<file path="src/rtl/pc_sequencer_pkg.sv">
// Shared types and defaults for the PC sequencer and neighbouring stages.
// Holds the run/halt state encoding plus default width, reset vector and step.
package pc_sequencer_pkg;

    typedef enum logic [1:0] {
        ST_BOOT = 2'd0,
        ST_RUN  = 2'd1,
        ST_HALT = 2'd2
    } pc_state_t;

    localparam int          PC_WIDTH     = 32;
    localparam logic [31:0] PC_RESET_VEC = 32'h0000_0000;
    localparam int          PC_STEP      = 4;

endpackage

</file>
<file path="src/rtl/pc_sequencer_pc_reg.sv">
// Architectural PC flip-flop bank with load enable.
// Ports: clk, rst (async active-low, loads RESET_VEC), i_load, i_d, o_q.
module pc_sequencer_pc_reg #(
    parameter int               WIDTH     = 32,
    parameter logic [WIDTH-1:0] RESET_VEC = '0
) (
    input  logic             clk,
    input  logic             rst,
    input  logic             i_load,
    input  logic [WIDTH-1:0] i_d,
    output logic [WIDTH-1:0] o_q
);

    logic [WIDTH-1:0] r_pc;

    always_ff @(posedge clk or negedge rst) begin
        if (!rst) begin
            r_pc <= RESET_VEC;
        end else if (i_load) begin
            r_pc <= i_d;
        end
    end

    assign o_q = r_pc;

endmodule

</file>
<file path="src/rtl/pc_sequencer.sv">
// Program-counter stage: registered PC, next-PC select, BOOT/RUN/HALT FSM.
// Ports: clk, rst (async active-low), stall, branch_taken, branch_off, jump,
//   jump_tgt, halt, resume -> pc, pc_plus_step, fetch_valid, halted.
// Optional macro PC_ALIGN_TRAP_EN adds output misalign: a misaligned
//   jump/branch target holds pc, sets misalign and halts; resume clears it.
module pc_sequencer
    import pc_sequencer_pkg::*;
#(
    parameter int               WIDTH     = PC_WIDTH,
    parameter logic [WIDTH-1:0] RESET_VEC = WIDTH'(PC_RESET_VEC),
    parameter int               STEP      = PC_STEP
) (
    input  logic             clk,
    input  logic             rst,
    input  logic             stall,
    input  logic             branch_taken,
    input  logic [WIDTH-1:0] branch_off,
    input  logic             jump,
    input  logic [WIDTH-1:0] jump_tgt,
    input  logic             halt,
    input  logic             resume,
`ifdef PC_ALIGN_TRAP_EN
    output logic             misalign,
`endif
    output logic [WIDTH-1:0] pc,
    output logic [WIDTH-1:0] pc_plus_step,
    output logic             fetch_valid,
    output logic             halted
);

    pc_state_t        r_state;
    logic             r_fetch_valid;
    logic             r_halted;
    logic [WIDTH-1:0] w_pc;
    logic [WIDTH-1:0] w_next;
    logic             w_redirect;
    logic             w_trap;
    logic             w_load;

    assign pc_plus_step = w_pc + WIDTH'(STEP);
    assign w_redirect   = jump | branch_taken;

    // Jump beats branch; branch offset wraps modulo 2^WIDTH.
    always_comb begin
        w_next = pc_plus_step;
        if (jump) begin
            w_next = jump_tgt;
        end else if (branch_taken) begin
            w_next = w_pc + branch_off;
        end
    end

`ifdef PC_ALIGN_TRAP_EN
    assign w_trap = w_redirect && (w_next[1:0] != 2'b00);
`else
    assign w_trap = 1'b0;
`endif

    assign w_load = (r_state == ST_RUN) && !halt && !stall && !w_trap;

    pc_sequencer_pc_reg #(
        .WIDTH     (WIDTH),
        .RESET_VEC (RESET_VEC)
    ) u_pc_reg (
        .clk    (clk),
        .rst    (rst),
        .i_load (w_load),
        .i_d    (w_next),
        .o_q    (w_pc)
    );

`ifdef PC_ALIGN_TRAP_EN
    logic r_misalign;
`endif

    always_ff @(posedge clk or negedge rst) begin
        if (!rst) begin
            r_state       <= ST_BOOT;
            r_fetch_valid <= 1'b0;
            r_halted      <= 1'b0;
`ifdef PC_ALIGN_TRAP_EN
            r_misalign    <= 1'b0;
`endif
        end else begin
            unique case (r_state)
                ST_BOOT: begin
                    r_state       <= ST_RUN;
                    r_fetch_valid <= 1'b1;
                    r_halted      <= 1'b0;
                end
                ST_RUN: begin
                    if (halt || (!stall && w_trap)) begin
                        r_state       <= ST_HALT;
                        r_fetch_valid <= 1'b0;
                        r_halted      <= 1'b1;
`ifdef PC_ALIGN_TRAP_EN
                        if (!halt) begin
                            r_misalign <= 1'b1;
                        end
`endif
                    end
                end
                ST_HALT: begin
                    if (resume) begin
                        r_state       <= ST_RUN;
                        r_fetch_valid <= 1'b1;
                        r_halted      <= 1'b0;
`ifdef PC_ALIGN_TRAP_EN
                        r_misalign    <= 1'b0;
`endif
                    end
                end
                default: begin
                    r_state       <= ST_BOOT;
                    r_fetch_valid <= 1'b0;
                    r_halted      <= 1'b0;
                end
            endcase
        end
    end

    assign pc          = w_pc;
    assign fetch_valid = r_fetch_valid;
    assign halted      = r_halted;
`ifdef PC_ALIGN_TRAP_EN
    assign misalign    = r_misalign;
`endif

endmodule

</file>
<file path="config.mk">
export PLATFORM = sky130hd
export DESIGN_NAME = pc_sequencer
export DESIGN_NICKNAME = d
export VERILOG_FILES = /design/src/rtl/pc_sequencer_pkg.sv /design/src/rtl/pc_sequencer_pc_reg.sv /design/src/rtl/pc_sequencer.sv
export SDC_FILE = /design/constraint.sdc
export NUM_CORES = 1
export LEC_CHECK = 0
export ABC_AREA = 0
export CAP_MARGIN = 15
export CORE_UTILIZATION = 52
export CTS_CLUSTER_SIZE = 10
export DETAILED_ROUTE_END_ITERATION = 12
export GPL_ROUTABILITY_DRIVEN = 0
export MAX_ROUTING_LAYER = met4
export PLACE_DENSITY = 0.88
export RECOVER_POWER = 50
export SLEW_MARGIN = 10
export SYNTH_ARGS = -nofsm -noshare
export SYNTH_HDL_FRONTEND = slang
export SYNTH_SLANG_ARGS = --single-unit
export TNS_END_PERCENT = 1
</file>
<file path="constraint.sdc">
create_clock -name clk -period 5.39 [get_ports clk]
set_input_delay 1.3475 -clock clk [delete_from_list [all_inputs] [get_ports clk]]
set_output_delay 1.3475 -clock clk [all_outputs]
set_load 0.1 [all_outputs]
</file>
==> summary.txt <==
Slew Viols, Final -> 35
final setup fails -> 0
Die H -> 94.0 um
CTS tree -> done
hold crit path type -> reg -> reg
worst-margin pin slew -> 1950 ps
CP Class -> reg -> out
footprint of the multi-input gates -> 0.00330 mm^2
failing checks -> capacitance limit, slew limit
Clk pin slew, worst setup/hold paths -> 70 ps
n_diodes -> 0
FMAX -> 220 MHz
largest net degree at the start of global routing -> 43
Longest Clk Path Bufs -> 2
Hold Path End -> r_state[1]
worst r2r path cells -> 11
syn nets -> 705
slowest stage cell, crit path -> clkdlybuf4s50_1
first-pass GRT wire length -> 23800 um
critical path launch point type -> flip-flop
Synth area leaders -> dfrtp_1 19%, ha_1 9.1%, a21oi_1 7.2%
Slew HR -> -30.3%
vias post-DR -> 5300
# clock sinks -> 34
HP Start -> r_state[0]
crit path cell chain -> nand4_2 > or2_1 > nor3_2 > nand3_1 > xnor2_1 > clkdlybuf4s50_1
slowest stage delay, CP -> 1190 ps
Synth Instances -> 601
Core ar. -> 0.00822 mm^2
Worst path top cell family by delay -> buffers and inverters
I/O Buffers -> 136
endpoint kind of the worst setup timing path -> output pin
Hold Path Cell Cnt -> 1
# DRC -> 0
WL final -> 15400 um
Final Critical Period -> 4540 ps
post-cts resize count -> 0
Total GRT Usage -> 35.4%
DP Wirelength -> 11700 um
DIE AREA -> 0.00883 mm^2
Yosys Warn Count -> 0
Post-CTS Setup Inserts -> 0
largest area contributor in the netlist -> dfrtp_1
Num CTS Buffers -> 5
CP required -> 4040 ps
Seq/Total Area, Yosys -> 19.3%
H-tree lvl count -> 2
CP Buf/Inv Count -> 1
Total Negative Setup Slacks -> 0 ps
Routed Antenna Nets -> 0
Layout area overhead -> 32.6%
Max Fanout on Critical Path -> 8
num rows -> 33
Setup Skew -> 9.10 ps
io pins -> 137
TritonRoute pass-1 iters -> 5
routed len/inst -> 18.8 um
vias in the first global route -> 4878
status -> finished with violations
reg-to-reg critical path endpoint -> u_pc_reg.o_q[22]
nets -> 817
Detailed Route Iter0 Violations -> 511
Layout fillers -> 675
Unique masters post-synth -> 72
Top FF cell, synth -> dfrtp_1
clock latency on the worst-skew pair -> 290 ps
CTS root buf -> clkbuf_8
final hold viol count -> 0
Vias per Instance -> 6.48
initial antenna violation count -> 0
Final Util -> 71.0%
global route overflow -> 0
Initial Util -> 53.6%
fin crit share -> 84.2%
layout cell share with drive strength beyond 1 -> 5.05%
RSZ-0062 raised after global routing -> false
CTS Hold Bufs -> 0
R2R Path Start -> u_pc_reg.o_q[0]
max_cap viols -> 1
ys async rst share -> 100%
crit path DAT -> 3190 ps
syn avg cell area -> 7.32 um^2
mapped cell area -> 0.00440 mm^2
Die W -> 94.0 um
reg2reg setup slack -> 2450 ps
Seq. cell area -> 851 um^2
number of flops mapped to enable cells by yosys -> 0
Synth top area share -> 19.3%
FF+latch count, synth -> 34
[state kept, by name (all words and copies together), names as in the netlist]
| register | flops |
|---|---|
| u_pc_reg.o_q | 32 |
| r_state | 2 |
[cells by family (layout without fill, tap and decap cells)]
logic type / count (synthesis) / after routing / share of synthesized area [%]
adder cells (fa/ha/maj): 33 / 33 / 9.55
flip-flops: 34 / 34 / 19.3
AO/OA/AOI/OAI: 221 / 221 / 32.3
multiplexers: 2 / 2 / 0.455
buffers and inverters: 61 / 173 / 5.83
AND/OR/NAND/NOR: 201 / 201 / 22.8
XOR/XNOR: 49 / 49 / 9.75
[cell usage in the layout (no fill, tap or decap), drive strengths merged, types with 8 or more instances in the layout]
master,synthesis,routed
xor2,18,18
o22ai,14,14
nand2,62,62
dlygate4sd3,0,30
buf,14,14
nor3,16,16
inv,22,22
o21a,11,11
nand3,18,18
clkdlybuf4s50,0,98
a21o,13,13
clkbuf,24,8
xnor2,31,31
dfrtp,34,34
nand4,16,16
o211ai,9,9
o21ai,50,50
nor2,51,51
ha,32,32
a21oi,64,64
[worst max-delay path by stage]
stage | startpoint | to | cells past startpoint
global placement | u_pc_reg.o_q[14] | pc_plus_step[20] | 6
CTS | u_pc_reg.o_q[14] | pc_plus_step[20] | 6
floorplan | u_pc_reg.o_q[7] | pc_plus_step[24] | 6
finish | u_pc_reg.o_q[11] | pc_plus_step[20] | 6
global route | u_pc_reg.o_q[11] | pc_plus_step[20] | 6
detailed placement | branch_off[0] | u_pc_reg.o_q[22] | 12
[cell type report]
type | instances | share of cell area (%)
tap | 105 | 2.25
multi-input combinational | 506 | 56.6
timing repair buffer | 143 | 23.8
inverter | 23 | 1.48
clock buffer | 7 | 1.31
sequential | 34 | 14.6
[metrics by stage]
stage               std cells  instance area, um^2  hold WS (ps)  worst slack, ps
CTS                       818                 5840           578              866
detailed placement        811                 5760           569             1120
global route              818                 5840           606              703
floorplan                 601                 4400          1010              270
finish                    818                 5840           572              851
global placement          811                 5760           542             1250
[cell usage after synthesis, types with 5 or more instances]
cell type	count
a211oi_1	5
a21o_1	13
a21oi_1	63
a221oi_1	6
a31oi_1	5
and2_1	5
buf_2	10
clkbuf_1	24
dfrtp_1	34
ha_1	32
inv_1	22
nand2_1	62
nand3_1	18
nand4_1	15
nor2_1	50
nor2b_1	6
nor3_1	12
o211ai_1	8
o21a_1	11
o21ai_0	46
o21bai_1	6
o221ai_1	5
o22ai_1	14
or3_1	6
xnor2_1	31
xor2_1	18
[worst reg2reg max path: stages (launching register included)]
cell      delay (ps)
dfrtp_1          390
ha_1             220
inv_1             70
fa_1             390
nor2b_1          220
o211ai_1         120
a21oi_1          260
a21oi_1          220
o21ai_0          250
a21boi_0         150
xor2_1           170
a221oi_1         360
[layer usage]
| metal | part of all wire [%] | GRT usage [%] |
|---|---|---|
| met2 | 48 | 59.1 |
| met5 | 0 | - |
| met1 | 39 | 44.4 |
| met3 | 10 | 4.45 |
| met4 | 2.7 | 11.0 |
Power is not shown: default switching activity piles up to over one toggle a cycle in this logic, so the estimate is an artifact.
